<file path="config.mk">
export PLATFORM = sky130hd
export DESIGN_NAME = riscv_mc_ctrl_flat
export DESIGN_NICKNAME = d
export VERILOG_FILES = /design/src/rtl/riscv_mc_ctrl_if.sv /design/src/rtl/riscv_mc_ctrl.sv /design/src/flat_wrapper.sv
export SDC_FILE = /design/constraint.sdc
export NUM_CORES = 1
export LEC_CHECK = 0
export ABC_AREA = 1
export BUFFER_PORTS_ARGS = -buffer_cell sky130_fd_sc_hd__buf_2
export CORE_ASPECT_RATIO = 1.4
export CORE_MARGIN = 1
export CORE_UTILIZATION = 40
export CTS_CLUSTER_DIAMETER = 80
export DETAILED_ROUTE_END_ITERATION = 6
export GPL_ROUTABILITY_DRIVEN = 0
export PLACE_DENSITY = 0.72
export SYNTH_ARGS = -nofsm -noshare
export SYNTH_HDL_FRONTEND = slang
export SYNTH_SLANG_ARGS = --single-unit
</file>
<file path="constraint.sdc">
create_clock -name clk -period 2.45 [get_ports clk]
set_input_delay 0.1225 -clock clk [delete_from_list [all_inputs] [get_ports clk]]
set_output_delay 0.1225 -clock clk [all_outputs]
set_load 0.02 [all_outputs]
</file>
<file path="src/rtl/riscv_mc_ctrl_if.sv">
// rtl/riscv_mc_ctrl_if.sv - control/status bundle between the multi-cycle controller and the datapath/memory side
interface riscv_mc_ctrl_if #(
    parameter int CNT_W = 32
);
    logic [6:0]       opcode;
    logic [2:0]       func3;
    logic [6:0]       func7;
    logic             mem_ready;
    logic             branch_taken;
    logic             mem_req;
    logic             mem_we;
    logic             ir_we;
    logic             pc_we;
    logic             pc_sel;
    logic             rf_we;
    logic             alu_src;
    logic [3:0]       alu_op;
    logic [1:0]       wb_sel;
    logic             trap;
    logic [CNT_W-1:0] retire_cnt;

    modport master (
        input  opcode, func3, func7, mem_ready, branch_taken,
        output mem_req, mem_we, ir_we, pc_we, pc_sel, rf_we,
               alu_src, alu_op, wb_sel, trap, retire_cnt
    );

    modport slave (
        output opcode, func3, func7, mem_ready, branch_taken,
        input  mem_req, mem_we, ir_we, pc_we, pc_sel, rf_we,
               alu_src, alu_op, wb_sel, trap, retire_cnt
    );
endinterface

</file>
<file path="src/rtl/riscv_mc_ctrl.sv">
// rtl/riscv_mc_ctrl.sv - RV32 multi-cycle control FSM with retired-instruction counter (optional CTRL_TRAP_EN)
module riscv_mc_ctrl #(
    parameter int CNT_W = 32
) (
    input  logic             clk,
    input  logic             rst,
    riscv_mc_ctrl_if.master  bus
);

    localparam logic [6:0] OP_R      = 7'b0110011;
    localparam logic [6:0] OP_I      = 7'b0010011;
    localparam logic [6:0] OP_LOAD   = 7'b0000011;
    localparam logic [6:0] OP_STORE  = 7'b0100011;
    localparam logic [6:0] OP_BRANCH = 7'b1100011;
    localparam logic [6:0] OP_JAL    = 7'b1101111;
    localparam logic [6:0] OP_LUI    = 7'b0110111;

    typedef enum logic [2:0] {
        IDLE,
        FETCH,
        DECODE,
        EXEC,
        MEM,
        WB,
        TRAP
    } state_t;

    state_t           state_q, state_d;
    logic [CNT_W-1:0] cnt_q, cnt_d;
    logic             retire;

    logic is_r, is_i, is_load, is_store, is_branch, is_jal, is_lui, is_legal;
    logic in_exe;
    logic [3:0] alu_op_dec;
    logic [1:0] wb_sel_dec;
    logic       alu_src_dec;

    // Only func7[5] selects SUB/SRA; the other bits are don't-care here.
    logic unused_func7;
    assign unused_func7 = ^{bus.func7[6], bus.func7[4:0]};

    // Opcode classification of the latched instruction.
    always_comb begin
        is_r      = (bus.opcode == OP_R);
        is_i      = (bus.opcode == OP_I);
        is_load   = (bus.opcode == OP_LOAD);
        is_store  = (bus.opcode == OP_STORE);
        is_branch = (bus.opcode == OP_BRANCH);
        is_jal    = (bus.opcode == OP_JAL);
        is_lui    = (bus.opcode == OP_LUI);
        is_legal  = is_r | is_i | is_load | is_store | is_branch | is_jal | is_lui;
    end

    // ALU and writeback selects derived from the instruction fields.
    always_comb begin
        alu_op_dec = 4'b0000;
        if (is_r) begin
            alu_op_dec = {bus.func7[5], bus.func3};
        end else if (is_i) begin
            alu_op_dec = {(bus.func3 == 3'b101) ? bus.func7[5] : 1'b0, bus.func3};
        end else if (is_branch) begin
            alu_op_dec = 4'b1000;
        end

        alu_src_dec = !(is_r || is_branch);

        wb_sel_dec = 2'd0;
        if (is_load) begin
            wb_sel_dec = 2'd1;
        end else if (is_jal) begin
            wb_sel_dec = 2'd2;
        end else if (is_lui) begin
            wb_sel_dec = 2'd3;
        end
    end

    // Datapath selects are only presented once the instruction has been decoded,
    // and stay constant through EXEC/MEM/WB.
    assign in_exe      = (state_q == EXEC) || (state_q == MEM) || (state_q == WB);
    assign bus.alu_op  = in_exe ? alu_op_dec  : 4'b0000;
    assign bus.alu_src = in_exe ? alu_src_dec : 1'b0;
    assign bus.wb_sel  = in_exe ? wb_sel_dec  : 2'd0;

    // Next-state and strobe generation; everything defaults to idle.
    always_comb begin
        state_d     = state_q;
        bus.mem_req = 1'b0;
        bus.mem_we  = 1'b0;
        bus.ir_we   = 1'b0;
        bus.pc_we   = 1'b0;
        bus.pc_sel  = 1'b0;
        bus.rf_we   = 1'b0;
        bus.trap    = 1'b0;
        retire      = 1'b0;

        case (state_q)
            IDLE: begin
                state_d = FETCH;
            end
            FETCH: begin
                bus.mem_req = 1'b1;
                if (bus.mem_ready) begin
                    bus.ir_we = 1'b1;
                    state_d   = DECODE;
                end
            end
            DECODE: begin
                if (is_legal) begin
                    state_d = EXEC;
                end else begin
`ifdef CTRL_TRAP_EN
                    state_d = TRAP;
`else
                    // Illegal opcode retires as a NOP: step the PC and refetch.
                    bus.pc_we = 1'b1;
                    retire    = 1'b1;
                    state_d   = FETCH;
`endif
                end
            end
            EXEC: begin
                if (is_branch) begin
                    bus.pc_we  = 1'b1;
                    bus.pc_sel = bus.branch_taken;
                    retire     = 1'b1;
                    state_d    = FETCH;
                end else if (is_load || is_store) begin
                    state_d = MEM;
                end else begin
                    state_d = WB;
                end
            end
            MEM: begin
                bus.mem_req = 1'b1;
                bus.mem_we  = is_store;
                if (bus.mem_ready) begin
                    if (is_store) begin
                        bus.pc_we = 1'b1;
                        retire    = 1'b1;
                        state_d   = FETCH;
                    end else begin
                        state_d = WB;
                    end
                end
            end
            WB: begin
                bus.rf_we  = 1'b1;
                bus.pc_we  = 1'b1;
                bus.pc_sel = is_jal;
                retire     = 1'b1;
                state_d    = FETCH;
            end
            TRAP: begin
`ifdef CTRL_TRAP_EN
                // Sticky until reset; counter is frozen because nothing retires.
                bus.trap = 1'b1;
                state_d  = TRAP;
`else
                state_d = IDLE;
`endif
            end
            default: begin
                state_d = IDLE;
            end
        endcase
    end

    // Retired-instruction counter wraps naturally at 2^CNT_W.
    assign cnt_d          = cnt_q + {{(CNT_W-1){1'b0}}, retire};
    assign bus.retire_cnt = cnt_q;

    // State register; async reset so mem_req drops the moment rst rises.
    always_ff @(posedge clk or posedge rst) begin
        if (rst) begin
            state_q <= IDLE;
        end else begin
            state_q <= state_d;
        end
    end

    // Retire counter register.
    always_ff @(posedge clk or posedge rst) begin
        if (rst) begin
            cnt_q <= '0;
        end else begin
            cnt_q <= cnt_d;
        end
    end

endmodule

</file>
<file path="src/flat_wrapper.sv">
// flat-port wrapper written by rule: the top's interface ports become plain ports
module riscv_mc_ctrl_flat 
#(
    parameter int CNT_W = 32
)
  (clk, rst, bus_opcode, bus_func3, bus_func7, bus_mem_ready, bus_branch_taken, bus_mem_req, bus_mem_we, bus_ir_we, bus_pc_we, bus_pc_sel, bus_rf_we, bus_alu_src, bus_alu_op, bus_wb_sel, bus_trap, bus_retire_cnt);
  riscv_mc_ctrl_if #(.CNT_W(CNT_W)) bus_i ();
  input  logic clk;
  input  logic rst;
  input wire logic [$bits(bus_i.opcode)-1:0] bus_opcode;
  input wire logic [$bits(bus_i.func3)-1:0] bus_func3;
  input wire logic [$bits(bus_i.func7)-1:0] bus_func7;
  input wire logic [$bits(bus_i.mem_ready)-1:0] bus_mem_ready;
  input wire logic [$bits(bus_i.branch_taken)-1:0] bus_branch_taken;
  output wire logic [$bits(bus_i.mem_req)-1:0] bus_mem_req;
  output wire logic [$bits(bus_i.mem_we)-1:0] bus_mem_we;
  output wire logic [$bits(bus_i.ir_we)-1:0] bus_ir_we;
  output wire logic [$bits(bus_i.pc_we)-1:0] bus_pc_we;
  output wire logic [$bits(bus_i.pc_sel)-1:0] bus_pc_sel;
  output wire logic [$bits(bus_i.rf_we)-1:0] bus_rf_we;
  output wire logic [$bits(bus_i.alu_src)-1:0] bus_alu_src;
  output wire logic [$bits(bus_i.alu_op)-1:0] bus_alu_op;
  output wire logic [$bits(bus_i.wb_sel)-1:0] bus_wb_sel;
  output wire logic [$bits(bus_i.trap)-1:0] bus_trap;
  output wire logic [$bits(bus_i.retire_cnt)-1:0] bus_retire_cnt;
  assign bus_i.opcode = bus_opcode;
  assign bus_i.func3 = bus_func3;
  assign bus_i.func7 = bus_func7;
  assign bus_i.mem_ready = bus_mem_ready;
  assign bus_i.branch_taken = bus_branch_taken;
  assign bus_mem_req = bus_i.mem_req;
  assign bus_mem_we = bus_i.mem_we;
  assign bus_ir_we = bus_i.ir_we;
  assign bus_pc_we = bus_i.pc_we;
  assign bus_pc_sel = bus_i.pc_sel;
  assign bus_rf_we = bus_i.rf_we;
  assign bus_alu_src = bus_i.alu_src;
  assign bus_alu_op = bus_i.alu_op;
  assign bus_wb_sel = bus_i.wb_sel;
  assign bus_trap = bus_i.trap;
  assign bus_retire_cnt = bus_i.retire_cnt;
  riscv_mc_ctrl #(.CNT_W(CNT_W)) u_core (.clk(clk), .rst(rst), .bus(bus_i));
endmodule
</file>
* Word-level counts from Yosys, hierarchy flattened
Index checks and enable logic that the tools add are counted.
Storage, ports and cells: bits of input ports 21, word-level logic and storage cells 62, output and inout bits 46, register bits after elaboration 35
Operators by class: equal/unequal tests 15, $add $sub $neg 1, bitwise gates (word level) 6, reductions and logical operators 9, mux-type cells 29
Operator list (number):
- adder 32 x 1 -> 32 bit | 1
- == test 7 x 6 -> 1 bit (second input constant) | 3
- two-way mux 4 bit | 4
- one-hot mux 3 bit (5 select lines) | 1
- == test 7 bit (second input constant) | 2
- two-way mux 1 bit | 13
- two-way mux 3 bit | 4
- two-way mux 2 bit | 5
- == test 3 bit (second input constant) | 3
- == test 7 x 2 -> 1 bit (second input constant) | 1
- == test 7 x 5 -> 1 bit (second input constant) | 1
- == test 3 x 2 -> 1 bit (second input constant) | 2
- OR 1 bit | 6
- logical OR 1 bit | 4
- inequality test 2 bit (second input constant) | 2
- one-hot mux 1 bit (4 select lines) | 1
- OR reduction 2 bit | 2
- == test 3 x 1 -> 1 bit (second input constant) | 1
- zero test 3 bit | 1
- one-hot mux 1 bit (2 select lines) | 1
- AND reduction 2 bit | 1
- zero test 1 bit | 1

* Logic depth before layout (Yosys ltp)
depth after elaboration 10, depth in mapped cells 17, depth with buffers taken out 17

* Worst setup path after synthesis
Ideal clock, no wire load.
path kind reg2reg, start register u_core.state_q[2], end register u_core.cnt_q[18], in the netlist u_core.bus.retire_cnt[18], data required time 2317 ps, path slack 47 ps, cell stages (with the launch flop) 16, setup time 133 ps, data arrival time 2270 ps, buffers on the path 0, clock period less this slack 2403 ps, cell sequence dfrtp_1 > inv_1 > nand2_1 > nor2_1 > nand3_1 > nand2_1 > nor2_1 > a21oi_1 > ha_1 > ha_1 > nand2_1 > inv_2 > nand3_2 > nor2_4 > nand2_1 > xnor2_1
Between the ends: longest elaborated chain between the ends 3, elaborated cells on any way between the ends 6, those cells by class add/sub: 1; eq/ne: 4; mux: 1
RTL lines:
- start: declaration | line riscv_mc_ctrl.sv:28 | state_t state_q, state_d;
- start signal: assignment | line riscv_mc_ctrl.sv:177 | state_q <= state_d;
- == test 3 bit / == test 3 x 2 -> 1 bit (equally long branches)
- one-hot mux 1 bit (4 select lines) (*)
- named net bus_pc_we | line flat_wrapper.sv:18 | output wire logic [$bits(bus_i.pc_we)-1:0] bus_pc_we;
- adder 32 x 1 -> 32 bit (*) | line riscv_mc_ctrl.sv:169 | assign cnt_d = cnt_q + {{(CNT_W-1){1'b0}}, retire};
- named net u_core.cnt_d[18] | line riscv_mc_ctrl.sv:29 | logic [CNT_W-1:0] cnt_q, cnt_d;
- end signal: assignment | line riscv_mc_ctrl.sv:186 | cnt_q <= cnt_d;
- end: declaration | line riscv_mc_ctrl.sv:29
Mark *: on every way through the listed nets, which the timed path passes. The rest lies on a longest branch. A chain may end at the register's enable or synchronous reset.

* Final worst setup path
start register u_core.state_q[1], end register u_core.cnt_q[20], in the netlist u_core.bus.retire_cnt[20]
Between the ends: longest elaborated chain between the ends 3, elaborated cells on any way between the ends 6, those cells by class add/sub: 1; eq/ne: 4; mux: 1
RTL lines:
- == test 3 bit / == test 3 x 2 -> 1 bit (equally long branches) | line riscv_mc_ctrl.sv:96 | case (state_q)
- one-hot mux 1 bit (4 select lines) (*) | line riscv_mc_ctrl.sv:96
- adder 32 x 1 -> 32 bit (*) | line riscv_mc_ctrl.sv:169
- named net u_core.cnt_d[20] | line riscv_mc_ctrl.sv:29
Marks and branches as above.

==> metrics.csv <==
metric;value;unit
clock-sinks;35;
power_leakage;0.00146;uW
fin_cells;447;
fin_setup_tns;0;ps
die_area;0.00581;mm2
hp-class;input port to flip-flop;
avgSynthCellArea;7.15;um2
grt_max_degree;36;
antenna_cells;0;
cpLargestDelayFamily;simple AND/OR/NAND/NOR gates;
critPathBufInv;3;
synth_top_area_cell;dfrtp_1;
placed_cells;433;
synth_cell_types;27;
fin_nets;404;
hold_viol_final;0;
cp_slowest_cell;dfrtp_1;
fmax;433;MHz
cp_slowest_stage_delay;420;ps
finalSetupViolations;0;
p_per_area;614;mW/mm2
regArea;877;um2
netlist_instances;308;
arrival;2490;ps
fillerInstances;530;
antenna_found_initial;0;
fp.dieH;89.8;um
grt_pass1_wl;8670;um
cts_buffer_depth;2;
hpwl;4220;um
num_vias;2185;
worst-setup-path-type;flip-flop to flip-flop;
required;2630;ps
path_max_fanout;4;
syn_to_final_growth;24.7;%
rows;31;
startpoint_type;flip-flop;
htreeDepth;2;
outcome;finished, final reports clean;
path_clk_slew;70;ps
finalCritPeriodShare;94.3;%
overflow;0;
viasPerCell;4.89;
first_pass_iters;4;
end_kind;flip-flop;
core_region_area;0.00524;mm2
ant_nets;0;
drtIter0Drc;79;
grt_pass1_vias;2007;
synth.top_cell.area_share;39.8;%
drt_wl_total;5440;um
syn-cell-area;0.00220;mm2
synth_area_leaders;dfrtp_1, nand2_1, nor2_1, inv_1, xor2_1;
drc;0;
io_pins;67;
drive_above_1_share;26.8;%
multiInputGateArea;0.00122;mm2
utilization;52.4;%
ys_seq_elements;35;
grtUsageTotal;19.2;%
cts_tree;yes;
place.port_buffers;59;
final.min_clock_period;2310;ps
crit_chain;inv_1 > nand2_2 > nor2_4 > inv_2 > nor2_2 > nor2_1 > a21oi_2 > ha_2 > ha_2 > nand2_1 > inv_2 > nand2_4 > nor2_8 > nand3_2 > o21ai_1 > nand2_1;
ys_seq_area_share;39.8;%
initial_core_util;42.0;%
clock_latency;290;ps
worst_ir_drop_vdd;0.380;mV
maxCapViolCount;0;
finClkSkew;3.70;ps
wl_per_cell;12.2;um
synth_fp_nets;332;
slew_viol_final;0;
cts-root-buf;clkbuf_8;
cts_made_buffers;5;
die_w;64.7;um
yosysWarnings;0;
==> metal layers <==
| layer | vias up | wire [um] | track usage [%] |
|---|---|---|---|
| met5 | - | 0 | 0 |
| met4 | 0 | 104 | 6.67 |
| met3 | 7 | 215 | 3.55 |
| met2 | 59 | 2920 | 37.0 |
| met1 | 1011 | 2200 | 19.9 |
| li1 | 1108 | - | - |
==> registers in the layout, summed over array words and instances (netlist names) <==
name and flops:
u_core.state_q 3, u_core.bus.retire_cnt 32
==> repair_timing <==
action                                  in CTS  in global routing
endpoints found under the setup margin       0                 19
hold buffers                                 1                  0
hold endpoints to repair                    35                  0
gates resized for setup                      0                 15
setup buffers                                0                  5
==> stage by stage <==
stage / area, um2 / total power, uW / setup WS [ps] / hold slack [ps]
final: 2750 / 1680 / 140 / 171
after global routing: 2750 / 1800 / -55.9 / 185
after CTS: 2670 / 1620 / 38.4 / 163
after detailed placement: 2580 / 1220 / 55.2 / 253
after global placement: 2580 / 1200 / 136 / 249
after floorplan: 2200 / 1050 / 47.1 / 277
==> cells in the mapped netlist <==
| library cell | number |
|---|---|
| o22ai_1 | 1 |
| nor2_1 | 47 |
| nand3_1 | 14 |
| nor3_1 | 10 |
| nand3_2 | 3 |
| nor2_2 | 1 |
| dfrtp_1 | 35 |
| clkinv_1 | 1 |
| nor2_8 | 1 |
| o21ai_0 | 3 |
| a21oi_1 | 5 |
| nand3b_1 | 6 |
| nand2_1 | 105 |
| nor2_4 | 4 |
| conb_1 | 1 |
| xor2_1 | 11 |
| o21ai_1 | 2 |
| inv_2 | 3 |
| nand2_4 | 1 |
| ha_1 | 3 |
| nand4_1 | 6 |
| inv_1 | 32 |
| nand2_2 | 2 |
| a21boi_1 | 1 |
| nor3_2 | 3 |
| buf_4 | 1 |
| xnor2_1 | 6 |
==> cell usage in the layout, fill, tap and decap left out, types with 6 or more instances in the layout <==
cell	count
nand3_1	14
xnor2_1	6
nand2_1	102
dfrtp_1	34
buf_4	6
buf_2	59
nand3b_1	6
nand4_1	6
nor2_4	6
inv_1	30
nor3_1	10
nor2_1	43
xor2_1	11
==> area by class of cell <==
| type | instances | area share, % |
|---|---|---|
| timing repair buffer | 66 | 12.8 |
| clock inverter | 1 | 0.182 |
| multi-input combinational | 236 | 44.4 |
| inverter | 36 | 4.92 |
| sequential | 35 | 32.0 |
| tap | 66 | 3.01 |
| clock buffer | 7 | 2.78 |
==> kinds of logic after synthesis <==
family | synth area share (%)
buffers and inverters | 6.48
AO/OA/AOI/OAI | 2.90
other | 0.170
adder cells (fa/ha/maj) | 1.71
AND/OR/NAND/NOR | 42.2
XOR/XNOR | 6.77
flip-flops | 39.8
==> worst reg2reg max path, cell delays in order, from the launching register on <==
cell and delay [ps]:
dfrtp_1 420, inv_1 100, nand2_2 90, nor2_4 140, inv_2 60, nor2_2 100
nor2_1 60, a21oi_2 160, ha_2 210, ha_2 180, nand2_1 60, inv_2 110
nand2_4 90, nor2_8 160, nand3_2 100, o21ai_1 130, nand2_1 60
==> power breakdown <==
| group | total, uW | internal (uW) | switching [uW] |
|---|---|---|---|
| registers | 710 | 641 | 69.1 |
| clock network | 396 | 199 | 197 |
| logic | 578 | 201 | 377 |
| total | 1680 | 1040 | 643 |
==> path summary, 6_finish.rpt <==
| check | depth (start not counted) | startpoint | slack [ps] | end |
|---|---|---|---|---|
| max reg2reg | 16 | u_core.state_q[1]$_DFFE_PP0P_ | 140 | u_core.bus.retire_cnt[20]$_DFF_PP0_ |
| min in group asynchronous | 4 | rst | 470 | u_core.state_q[0]$_DFFE_PP0P_ |
| max in group asynchronous | 4 | rst | 1650 | u_core.bus.retire_cnt[12]$_DFF_PP0_ |
| min reg2reg | 2 | u_core.bus.retire_cnt[31]$_DFF_PP0_ | 490 | u_core.bus.retire_cnt[31]$_DFF_PP0_ |
| min | 4 | bus_mem_ready | 170 | u_core.state_q[2]$_DFFE_PP0P_ |
| max | 16 | u_core.state_q[1]$_DFFE_PP0P_ | 140 | u_core.bus.retire_cnt[20]$_DFF_PP0_ |
Note: power is estimated with default switching activity, not from simulation.
